## src/rtl/scd_pkg.sv

```systemverilog
// scd_pkg: shared types and the SCAD arithmetic helper for the shift-count
// datapath. Optional build macro used by the block: SCD_SATURATE_EN.
package scd_pkg;

  // SCAD operation codes as decoded from the control field.
  typedef enum logic [2:0] {
    OP_ADD = 3'd0,  // A + B
    OP_SUB = 3'd1,  // A - B  (A + ~B + 1)
    OP_INC = 3'd2,  // A + 1
    OP_DEC = 3'd3,  // A - 1  (A + all-ones)
    OP_A   = 3'd4,  // pass A
    OP_B   = 3'd5,  // pass B
    OP_OR  = 3'd6,  // A | B
    OP_AND = 3'd7   // A & B
  } scad_op_t;

  // Shift-loop sequencer states.
  typedef enum logic [1:0] {
    IDLE = 2'd0,
    RUN  = 2'd1,
    FIN  = 2'd2
  } scd_state_t;

  // Widest datapath the helper supports.
  localparam int SCD_MAX_W = 16;

  // Width-generic SCAD evaluation on zero-extended operands. Only the low
  // w bits of a and b are looked at. The return value is {cry0, result}
  // packed at width w+1 (carry in bit w); all bits above w are zero.
  // Logic ops never produce a carry.
  function automatic logic [16:0] scad_compute(input logic [15:0] a,
                                               input logic [15:0] b,
                                               input scad_op_t    op,
                                               input int unsigned w);
    logic [16:0] mask;
    logic [16:0] x;
    logic [16:0] y;
    logic [16:0] cin;
    logic [16:0] s;
    mask = (17'd1 << w) - 17'd1;
    x    = {1'b0, a} & mask;
    y    = '0;
    cin  = '0;
    s    = '0;
    case (op)
      OP_ADD: begin
        y = {1'b0, b} & mask;
        s = x + y + cin;
      end
      OP_SUB: begin
        y   = {1'b0, ~b} & mask;
        cin = 17'd1;
        s   = x + y + cin;
      end
      OP_INC: begin
        cin = 17'd1;
        s   = x + y + cin;
      end
      OP_DEC: begin
        y = mask;
        s = x + y + cin;
      end
      OP_A:    s = x;
      OP_B:    s = {1'b0, b} & mask;
      OP_OR:   s = (x | {1'b0, b}) & mask;
      OP_AND:  s = (x & {1'b0, b}) & mask;
      default: s = '0;
    endcase
    return s;
  endfunction

endpackage

```

## src/rtl/scd_if.sv

```systemverilog
// scd_if: control/status bundle between the EBOX control decode (master)
// and the shift-count datapath (slave). Adds ovf when SCD_SATURATE_EN is
// defined.
//
// Handshake: the master pulses start for one cycle while busy is low. The
// slave raises busy for every RUN cycle; each cycle that busy, step_en is
// high and abort is low is one accepted shift, flagged by shift_strb in
// that same cycle. done pulses for exactly one cycle when the loop ends
// (normally, by abort or by stall error). start while the loop is active
// is ignored.
interface scd_if #(parameter int W = 10);
  import scd_pkg::*;

  // master -> slave
  logic [W-1:0] scada;
  logic [W-1:0] scadb;
  logic [2:0]   scad_op;
  logic         ld_fe;
  logic         ld_sc;
  logic         start;
  logic         step_en;
  logic         abort;

  // slave -> master
  logic [W-1:0] scad;
  logic         scad_eq0;
  logic         scad_sign;
  logic         cry0;
  logic [W-1:0] fe;
  logic [W-1:0] sc;
  logic         fe_sign;
  logic         sc_sign;
  logic         sc_ge_limit;
  logic         busy;
  logic         shift_strb;
  logic         done;
  logic         stall_err;
`ifdef SCD_SATURATE_EN
  logic         ovf;
`endif
  scd_state_t   dbg_state;

  modport master (
    output scada, scadb, scad_op, ld_fe, ld_sc, start, step_en, abort,
    input  scad, scad_eq0, scad_sign, cry0, fe, sc, fe_sign, sc_sign,
           sc_ge_limit, busy, shift_strb, done, stall_err,
`ifdef SCD_SATURATE_EN
           ovf,
`endif
           dbg_state
  );

  modport slave (
    input  scada, scadb, scad_op, ld_fe, ld_sc, start, step_en, abort,
    output scad, scad_eq0, scad_sign, cry0, fe, sc, fe_sign, sc_sign,
           sc_ge_limit, busy, shift_strb, done, stall_err,
`ifdef SCD_SATURATE_EN
           ovf,
`endif
           dbg_state
  );

endinterface

```

## src/rtl/scd_alu.sv

```systemverilog
// scd_alu: purely combinational W-bit SCAD adder/logic unit.
// With SCD_SATURATE_EN defined, arithmetic ops clamp to the signed range on
// overflow and report it on o_ovf; cry0 always reflects the raw add.
module scd_alu
  import scd_pkg::*;
#(
  parameter int W = 10
) (
  input  logic [W-1:0] i_a,
  input  logic [W-1:0] i_b,
  input  scad_op_t     i_op,
  output logic [W-1:0] o_result,
  output logic         o_cry0
`ifdef SCD_SATURATE_EN
  ,
  output logic         o_ovf
`endif
);

  logic [16:0]  w_raw;
  logic [W-1:0] w_sum;

  // Raw wrapped result with the carry packed just above it.
  always_comb begin
    w_raw = scad_compute(16'(i_a), 16'(i_b), i_op, W);
  end

  assign w_sum  = W'(w_raw);
  assign o_cry0 = 1'(w_raw >> W);

`ifdef SCD_SATURATE_EN
  logic [W-1:0] w_y;
  logic         w_arith;
  logic         w_ovf;

  // Effective second adder operand, used only to judge signed overflow.
  always_comb begin
    w_y     = '0;
    w_arith = 1'b1;
    case (i_op)
      OP_ADD:  w_y = i_b;
      OP_SUB:  w_y = ~i_b;
      OP_INC:  w_y = '0;
      OP_DEC:  w_y = '1;
      default: w_arith = 1'b0;
    endcase
  end

  // Like-signed operands producing an opposite-signed sum is an overflow.
  assign w_ovf    = w_arith && (i_a[W-1] == w_y[W-1]) && (w_sum[W-1] != i_a[W-1]);
  assign o_ovf    = w_ovf;
  assign o_result = !w_ovf    ? w_sum :
                    i_a[W-1]  ? {1'b1, {(W-1){1'b0}}} :
                                {1'b0, {(W-1){1'b1}}};
`else
  assign o_result = w_sum;
`endif

endmodule

```

## src/rtl/scd_counter.sv

```systemverilog
// scd_counter: parametrised SCAD unit feeding the FE and SC registers, plus
// a shift-loop sequencer that counts SC down with one shift strobe per step.
// Optional build macro: SCD_SATURATE_EN (saturating arithmetic + ovf).
module scd_counter
  import scd_pkg::*;
#(
  parameter int W         = 10,
  parameter int LIMIT     = 36,
  parameter int STALL_MAX = 0
) (
  input  logic  clk,
  input  logic  CROBAR,
  scd_if.slave  bus
);

  // Counter just wide enough to hold STALL_MAX.
  localparam int CW = (STALL_MAX > 0) ? $clog2(STALL_MAX + 1) : 1;

  logic [W-1:0]  w_scad;
  logic          w_cry0;
`ifdef SCD_SATURATE_EN
  logic          w_ovf;
`endif
  logic          w_sc_zero;
  logic          w_sc_one;
  logic          w_strb;
  logic [CW-1:0] w_stall_next;
  logic          w_stall_hit;

  logic [W-1:0]  r_fe;
  logic [W-1:0]  r_sc;
  scd_state_t    r_state;
  logic          r_busy;
  logic          r_done;
  logic [CW-1:0] r_stall_cnt;
  logic          r_stall_err;

  scd_alu #(.W(W)) u_alu (
    .i_a      (bus.scada),
    .i_b      (bus.scadb),
    .i_op     (scad_op_t'(bus.scad_op)),
    .o_result (w_scad),
    .o_cry0   (w_cry0)
`ifdef SCD_SATURATE_EN
    ,
    .o_ovf    (w_ovf)
`endif
  );

  assign w_sc_zero    = (r_sc == '0);
  assign w_sc_one     = (r_sc == W'(1));
  // Abort wins over step_en, so an aborting cycle never strobes.
  assign w_strb       = (r_state == RUN) && bus.step_en && !bus.abort;
  assign w_stall_next = (&r_stall_cnt) ? r_stall_cnt : r_stall_cnt + CW'(1);
  assign w_stall_hit  = (STALL_MAX != 0) && (w_stall_next >= CW'(STALL_MAX));

  // FE follows ld_fe unconditionally, including while the loop runs.
  always_ff @(posedge clk or posedge CROBAR) begin
    if (CROBAR) begin
      r_fe <= '0;
    end else if (bus.ld_fe) begin
      r_fe <= w_scad;
    end
  end

  // Sequencer; owns SC while in RUN so ld_sc only lands outside RUN.
  always_ff @(posedge clk or posedge CROBAR) begin
    if (CROBAR) begin
      r_sc        <= '0;
      r_state     <= IDLE;
      r_busy      <= 1'b0;
      r_done      <= 1'b0;
      r_stall_cnt <= '0;
      r_stall_err <= 1'b0;
    end else begin
      r_done <= 1'b0;
      case (r_state)
        IDLE: begin
          if (bus.ld_sc) begin
            r_sc <= w_scad;
          end
          if (bus.start) begin
            r_stall_err <= 1'b0;
            r_stall_cnt <= '0;
            // Negative or zero count: nothing to shift, finish at once.
            if (r_sc[W-1] || w_sc_zero) begin
              r_state <= FIN;
              r_done  <= 1'b1;
            end else begin
              r_state <= RUN;
              r_busy  <= 1'b1;
            end
          end
        end
        RUN: begin
          if (bus.abort) begin
            r_state     <= FIN;
            r_busy      <= 1'b0;
            r_done      <= 1'b1;
            r_stall_cnt <= '0;
          end else if (bus.step_en) begin
            r_sc        <= r_sc - W'(1);
            r_stall_cnt <= '0;
            if (w_sc_one) begin
              r_state <= FIN;
              r_busy  <= 1'b0;
              r_done  <= 1'b1;
            end
          end else if (w_stall_hit) begin
            r_stall_err <= 1'b1;
            r_state     <= FIN;
            r_busy      <= 1'b0;
            r_done      <= 1'b1;
            r_stall_cnt <= '0;
          end else begin
            r_stall_cnt <= w_stall_next;
          end
        end
        FIN: begin
          if (bus.ld_sc) begin
            r_sc <= w_scad;
          end
          r_state <= IDLE;
        end
        default: begin
          r_state <= IDLE;
          r_busy  <= 1'b0;
        end
      endcase
    end
  end

  assign bus.scad        = w_scad;
  assign bus.scad_eq0    = (w_scad == '0);
  assign bus.scad_sign   = w_scad[W-1];
  assign bus.cry0        = w_cry0;
`ifdef SCD_SATURATE_EN
  assign bus.ovf         = w_ovf;
`endif
  assign bus.fe          = r_fe;
  assign bus.sc          = r_sc;
  assign bus.fe_sign     = r_fe[W-1];
  assign bus.sc_sign     = r_sc[W-1];
  assign bus.sc_ge_limit = !r_sc[W-1] && (r_sc >= W'(LIMIT));
  assign bus.busy        = r_busy;
  assign bus.shift_strb  = w_strb;
  assign bus.done        = r_done;
  assign bus.stall_err   = r_stall_err;
  assign bus.dbg_state   = r_state;

endmodule

```

## src/flat_wrapper.sv

```systemverilog
// flat-port wrapper written by rule: the top's interface ports become plain ports
module scd_counter_flat import scd_pkg::*;
#(
  parameter int W         = 10,
  parameter int LIMIT     = 36,
  parameter int STALL_MAX = 0
)
  (clk, CROBAR, bus_scada, bus_scadb, bus_scad_op, bus_ld_fe, bus_ld_sc, bus_start, bus_step_en, bus_abort, bus_scad, bus_scad_eq0, bus_scad_sign, bus_cry0, bus_fe, bus_sc, bus_fe_sign, bus_sc_sign, bus_sc_ge_limit, bus_busy, bus_shift_strb, bus_done, bus_stall_err, bus_dbg_state);
  scd_if #(.W(W)) bus_i ();
  input  logic clk;
  input  logic CROBAR;
  input wire logic [$bits(bus_i.scada)-1:0] bus_scada;
  input wire logic [$bits(bus_i.scadb)-1:0] bus_scadb;
  input wire logic [$bits(bus_i.scad_op)-1:0] bus_scad_op;
  input wire logic [$bits(bus_i.ld_fe)-1:0] bus_ld_fe;
  input wire logic [$bits(bus_i.ld_sc)-1:0] bus_ld_sc;
  input wire logic [$bits(bus_i.start)-1:0] bus_start;
  input wire logic [$bits(bus_i.step_en)-1:0] bus_step_en;
  input wire logic [$bits(bus_i.abort)-1:0] bus_abort;
  output wire logic [$bits(bus_i.scad)-1:0] bus_scad;
  output wire logic [$bits(bus_i.scad_eq0)-1:0] bus_scad_eq0;
  output wire logic [$bits(bus_i.scad_sign)-1:0] bus_scad_sign;
  output wire logic [$bits(bus_i.cry0)-1:0] bus_cry0;
  output wire logic [$bits(bus_i.fe)-1:0] bus_fe;
  output wire logic [$bits(bus_i.sc)-1:0] bus_sc;
  output wire logic [$bits(bus_i.fe_sign)-1:0] bus_fe_sign;
  output wire logic [$bits(bus_i.sc_sign)-1:0] bus_sc_sign;
  output wire logic [$bits(bus_i.sc_ge_limit)-1:0] bus_sc_ge_limit;
  output wire logic [$bits(bus_i.busy)-1:0] bus_busy;
  output wire logic [$bits(bus_i.shift_strb)-1:0] bus_shift_strb;
  output wire logic [$bits(bus_i.done)-1:0] bus_done;
  output wire logic [$bits(bus_i.stall_err)-1:0] bus_stall_err;
  output wire logic [$bits(bus_i.dbg_state)-1:0] bus_dbg_state;
  assign bus_i.scada = bus_scada;
  assign bus_i.scadb = bus_scadb;
  assign bus_i.scad_op = bus_scad_op;
  assign bus_i.ld_fe = bus_ld_fe;
  assign bus_i.ld_sc = bus_ld_sc;
  assign bus_i.start = bus_start;
  assign bus_i.step_en = bus_step_en;
  assign bus_i.abort = bus_abort;
  assign bus_scad = bus_i.scad;
  assign bus_scad_eq0 = bus_i.scad_eq0;
  assign bus_scad_sign = bus_i.scad_sign;
  assign bus_cry0 = bus_i.cry0;
  assign bus_fe = bus_i.fe;
  assign bus_sc = bus_i.sc;
  assign bus_fe_sign = bus_i.fe_sign;
  assign bus_sc_sign = bus_i.sc_sign;
  assign bus_sc_ge_limit = bus_i.sc_ge_limit;
  assign bus_busy = bus_i.busy;
  assign bus_shift_strb = bus_i.shift_strb;
  assign bus_done = bus_i.done;
  assign bus_stall_err = bus_i.stall_err;
  assign bus_dbg_state = bus_i.dbg_state;
  scd_counter #(.W(W), .LIMIT(LIMIT), .STALL_MAX(STALL_MAX)) u_core (.clk(clk), .CROBAR(CROBAR), .bus(bus_i));
endmodule
```

## config.mk

```make
export PLATFORM = sky130hd
export DESIGN_NAME = scd_counter_flat
export DESIGN_NICKNAME = d
export VERILOG_FILES = /design/src/rtl/scd_pkg.sv /design/src/rtl/scd_if.sv /design/src/rtl/scd_alu.sv /design/src/rtl/scd_counter.sv /design/src/flat_wrapper.sv
export SDC_FILE = /design/constraint.sdc
export NUM_CORES = 1
export LEC_CHECK = 0
export ABC_AREA = 1
export CAP_MARGIN = 10
export CORE_MARGIN = 5
export CORE_UTILIZATION = 48
export CTS_CLUSTER_DIAMETER = 120
export DETAILED_ROUTE_END_ITERATION = 12
export DONT_BUFFER_PORTS = 1
export GPL_TIMING_DRIVEN = 0
export SLEW_MARGIN = 40
export SYNTH_ARGS = -nofsm -noshare
export SYNTH_HDL_FRONTEND = slang
export SYNTH_HIERARCHICAL = 1
export SYNTH_SLANG_ARGS = --single-unit
export TNS_END_PERCENT = 20
```

## constraint.sdc

```tcl
create_clock -name clk -period 4.2 [get_ports clk]
set_input_delay 1.05 -clock clk [delete_from_list [all_inputs] [get_ports clk]]
set_output_delay 1.05 -clock clk [all_outputs]
set_load 0.005 [all_outputs]
```

==> Word-level counts from Yosys, hierarchy flattened <==
Index checks and enable logic that the tools add are counted.
{ "classes": {"add_sub_neg": 6, "multipliers": 0, "div_mod_pow": 0, "n_lt_le_gt_ge": 1, "eq_ne": 17, "shift": 0, "mux": 23, "n_bitwise": 4, "reduce_logical": 15} }
{ "ops": {"columns": ["operator", "n"], "rows": [
  ["$pmux W11 S8", 1],
  ["$mux W10", 3],
  ["$add A10 B10 Y11", 2],
  ["$logic_not A10 Y1", 2],
  ["$pmux W10 S2", 1],
  ["$eq A3 B3 Y1 const B", 4],
  ["$add A10 B1 Y11 const B", 1],
  ["$add A10 B10 Y11 const B", 1],
  ["$add A11 B1 Y11 const B", 1],
  ["$and A10 B10 Y10", 1],
  ["$eq A10 B1 Y1 const B", 1],
  ["$ge A10 B6 Y1 const B", 1],
  ["$mux W1", 10],
  ["$mux W2", 5],
  ["$not A10 Y10", 1],
  ["$or A10 B10 Y10", 1],
  ["$sub A10 B1 Y10 const B", 1],
  ["$ne A2 B2 Y1 const B", 4],
  ["$eq A3 B2 Y1 const B", 2],
  ["$reduce_and A5 Y1", 1],
  ["$pmux W2 S2", 1],
  ["$reduce_and A4 Y1", 1],
  ["$eq A3 B1 Y1 const B", 1],
  ["$logic_and A1 B1 Y1", 3],
  ["15 further kinds", 16]
]} }
{ "word_totals": {"register_bits": 24, "latch_bits": 0, "mem_bits_rw": 0, "romBits": 0, "input_bits": 30, "out_inout_bits": 42, "wordCells": 71, "n_memories": 0} }

==> Longest topological paths before layout <==
{ "depth": {"depth_word": 6, "mapped_depth": 21, "depth_no_buf": 21} }

==> Modules after synthesis <==
Netlist, hierarchy kept.
{ "modules_own_cells": {"columns": ["module", "n_inst", "cells_each", "area_per_inst_um2", "seq_area_each_um2"], "rows": [
  ["scd_alu", 1, 293, 1745.4, 0.0],
  ["scd_counter", 1, 166, 1373.8, 600.6]
]} }

==> Least setup slack after synthesis <==
OpenSTA, ideal clock, no wires.
{ "synth_timing": {"path_type": "input port to output port", "start": "input port bus_scad_op[2]", "end": "output port bus_scad_eq0", "arrival_ps": 3096, "required_time_ps": 3150, "path_slack_ps": 54, "stages": 15, "n_path_buf": 1, "cell_sequence": "buf_4 -> nor2_8 -> inv_1 -> nand2_1 -> ha_1 -> inv_1 -> fa_1 -> o21ai_2 -> nand2_1 -> nand2_1 -> nand2_1 -> nand3_1 -> nand3_1 -> nor4_1 -> and3_1"} }
{ "synth_via": {"elab_chain_len": 3, "word_cells_on_any_way": 10, "cone_classes": "eq/ne: 7; mux: 1; reduce/logical: 2"} }
{ "synth_rtl": {"columns": ["element", "line", "text"], "rows": [
  ["start: declaration", "flat_wrapper.sv:14", "input wire logic [$bits(bus_i.scad_op)-1:0] bus_scad_op;"],
  ["$eq A3 B3 Y1, or another cell as far along", "scd_pkg.sv:45", "case (op)"],
  ["$pmux W11 S8 *", "scd_pkg.sv:45", null],
  ["via bus_scad[6]", "flat_wrapper.sv:20", "output wire logic [$bits(bus_i.scad)-1:0] bus_scad;"],
  ["$logic_not A10 Y1 *", "scd_counter.sv:134", "assign bus.scad_eq0 = (w_scad == '0);"],
  ["end: declaration", "flat_wrapper.sv:21", "output wire logic [$bits(bus_i.scad_eq0)-1:0] bus_scad_eq0;"]
]} }
The timed path passes the listed nets; every way through them passes the cells marked *.

==> Worst setup path in the final report <==
Same ends and word-level chain as after synthesis.

==> metrics <==
via count=3063; register area share after synthesis=19.25%; Die Span X=90.61 µm; port bufs=0; Layout Nets=about 550; Final WS setup=around 0.013 ns; HPWL after DPL=~6.5 mm; Worst Hold Class=register to register; Top Family by Delay on Critical Path=compound AO/OA/AOI/OAI gates; FILL cells=between 600 and 700; Wirelength per Cell=~15 µm; # H-tree levels=1; share of the cycle needed by the critical path after routing=99.69%; Synth cell types=41; CP Buf/Inv Count=3; PwrDens=378.1 mW/mm²; average size of a mapped cell=between 6 and 7 µm²; antenna-violating nets left=0; grt met3 use=under 10%; internal power=slightly below 0.0007 W; worst relative slew slack=about 56%; share of the synthesized area in the top cell type=about a fifth; synthesized area=0.003119 mm²; Detailed Route Iter0 Violations=about 170; combinational power share=between 50 and 60%; minimum clock period=between 4 and 5 ns; CP Max Fanout=4; number of I/O pins=72; Overall Global Routing Usage=19.59%; clk_lat worst skew=0.27 ns; CP max stage cell=o211ai_1; Post-synth EDFFs=0; largest net degree at the start of global routing=25; Die Ht=~91 µm; post-layout util=between 50% and 60%; Routed Wire Length=8.359 mm; max cap viols=0; grt ovf=0; Syn Nets=534; Post-Syn Instances=approximately 460; post-DR vias/cell=~5.5; Syn-to-layout area delta=14.60%; Initial DRT Pass Iterations=8; Clock Sinks=24; DIE AREA=0.008210 mm²; CTS tree=done; met1 global-route usage=roughly 30%; Seq pwr share=between 30% and 40%; Setup-failing EPs final=0; GR Util met2=approximately 29%; CP startpoint kind=input port; Worst-path clk slew=approximately 0.09 ns; synthesis-stage register bit count=24; Clock Power Share=11.8%; GRT Max-Usage Layer=met1; Tot Pwr=approximately 0.0014 W; RSZ-0062 raised after global routing=yes; Initial Util=~49%; sw power=0.0006643 W; Post-Place Worst Slack=-0.5047 ns; vias in the first global route=between 2000 and 3000; Switching Fraction=between 40 and 50%; global-route wire length before repair=around 14 mm; CP arrival=between 3 and 4 ns; antenna diode count=0; Crit path largest cell delay=~0.54 ns; clock buffer depth=2; largest area contributor in the netlist=dfrtp_1; Max Clock Skew=about 0.0056 ns; share of cells above drive strength 1=around a fifth; total CTS buffers=3; # rows=29; routability congestion estimate=~0.9; status=completed; core area=roughly 0.0063 mm²; Setup crit end kind=output pin; Async SR Flop Fraction=100.0%; synth warn=6; synth top area cells=dfrtp_1 19%, ha_1 17%, nand2_1 12%; critical path required time=approximately 3.2 ns; Slew Limit Fails=0; peak supply drop=0.3555 mV; initial antenna violation count=0; # DRC=0; Lkg Pwr=1.862 nW; measured slew at the worst slew-check pin=between 0.6 and 0.7 ns; cells along the critical path=buf_12 > nor2_8 > inv_4 > nand2_4 > ha_4 > inv_2 > fa_2 > o21ai_4 > xnor2_1 > o211ai_1 > nor4_2 > and3_1; Synth Flop Type=dfrtp_1; fmax=between 0.2 and 0.25 GHz; clk root buf=clkbuf_8; endpoints failing hold=0; critical path class=input port to output pin
-- kinds of logic after synthesis --
| group | share of synthesized area (%) |
|---|---|
| simple gates | 31.25 |
| buf+inv | 12.11 |
| compound gates | 14.80 |
| fa+ha+maj | 18.53 |
| flops | 19.25 |
| mux | 2.527 |
| xor+xnor | 1.404 |
| other cells | 0.1202 |
-- layout by cell type (no fill, tap or decap), drive strengths merged, types with 3 or more instances in the layout --
cell type,synthesis,routed
o21ai,29,29
buf,8,22
ha,43,43
o211ai,3,3
dfrtp,24,24
o22ai,12,12
a211oi,8,8
a21oi,22,22
mux2,7,7
clkbuf,1,5
xor2,3,3
nand4,6,6
nand3b,3,3
nor2,45,45
nor3,5,5
inv,81,81
nand3,47,47
nand2,98,98
-- cells in the mapped netlist, types with 2 or more instances --
| master | instances |
|---|---|
| buf_4 | 5 |
| inv_2 | 8 |
| nand3_4 | 3 |
| o211ai_1 | 3 |
| nor4_1 | 2 |
| nand4_1 | 6 |
| xor2_1 | 3 |
| xnor2_1 | 2 |
| o21ai_1 | 4 |
| a211oi_1 | 8 |
| o22ai_1 | 12 |
| nand2_1 | 96 |
| nor3_1 | 5 |
| nor2_1 | 38 |
| o21bai_1 | 2 |
| nor2_4 | 2 |
| dfrtp_1 | 24 |
| nand3_2 | 2 |
| a21oi_1 | 22 |
| ha_1 | 43 |
| o21ai_0 | 24 |
| inv_1 | 72 |
| nand3b_1 | 3 |
| fa_1 | 2 |
| mux2_2 | 7 |
| nand3_1 | 42 |
| nor2_2 | 4 |
| buf_6 | 2 |
-- metrics by stage --
stage / cell area [µm²] / setup TNS [ns] / std cells / hold WS, ns
6_report: 3575 / 0 / 554 / 0.5128
5_1_grt: 3575 / -0.08332 / 554 / 0.5618
4_1_cts: 3386 / 0 / 544 / 0.5248
3_5_place_dp: 3216 / -0.5047 / 536 / 0.5088
3_3_place_gp: 3216 / -0.5307 / 536 / 0.5004
2_1_floorplan: 3119 / 0 / 459 / 0.4641
-- flip-flops by register name (all words and copies together) (netlist names) --
register	flops
u_core/bus.dbg_state	2
u_core/bus.fe	10
u_core/bus.sc	10
u_core/bus.done	1
u_core/bus.busy	1
-- per-layer routing --
layer / vias up / routed length, µm
met5: - / 0
met4: 0 / 82
met3: 10 / 657
met2: 104 / 3562
met1: 1406 / 4057
li1: 1543 / -
-- worst min-delay path, cell delays in order, from the launching register on --
cell and delay [ns]:
dfrtp_1 0.38, nand2_1 0.06, nand2_1 0.05
-- worst paths after layout --
kind                                              start  slack (ns)                            to  depth (start not counted)
hold reg to reg             u_core/bus.busy$_DFFE_PP0P_        0.51   u_core/bus.busy$_DFFE_PP0P_                          2
min in group asynchronous                        CROBAR        0.68   u_core/bus.busy$_DFFE_PP0P_                          1
setup / recovery                         bus_scad_op[2]        0.01                  bus_scad_eq0                         12
setup reg to reg           u_core/bus.sc[0]$_DFFE_PP0P_        2.70  u_core/bus.sc[6]$_DFFE_PP0P_                          7
max in group asynchronous                        CROBAR        3.17  u_core/bus.sc[4]$_DFFE_PP0P_                          1
hold / removal              u_core/bus.busy$_DFFE_PP0P_        0.51   u_core/bus.busy$_DFFE_PP0P_                          2
-- power groups by stage --
stage	logic [W]	clock network (W)	registers, W
after global routing	0.000856	0.000175	0.000446
after global placement	0.000689	0	0.000438
after floorplan	0.000557	0	0.000404
final	0.000762	0.000159	0.000430
after CTS	0.000722	0.000163	0.000434
after detailed placement	0.000694	0	0.000439
-- area by class of cell --
type	instances	area (µm²)	share of cell area (%)
inverter	81	316.6	8.855
sequential	24	600.6	16.80
buffer	9	81.33	2.275
tap	77	96.34	2.695
timing repair buffer	14	105.1	2.940
multi-input combinational	345	2320	64.89
clock buffer	4	55.05	1.540
-- timing repair --
item                                    in CTS  in global routing
pin swaps                                   12                 22
setup buffers                                4                 10
resized for setup                           21                 28
endpoints found under the setup margin       1                  1
hold endpoints to repair                     0                  0
hold buffers                                 0                  0
No activity file was read; power rests on OpenSTA's default activity.
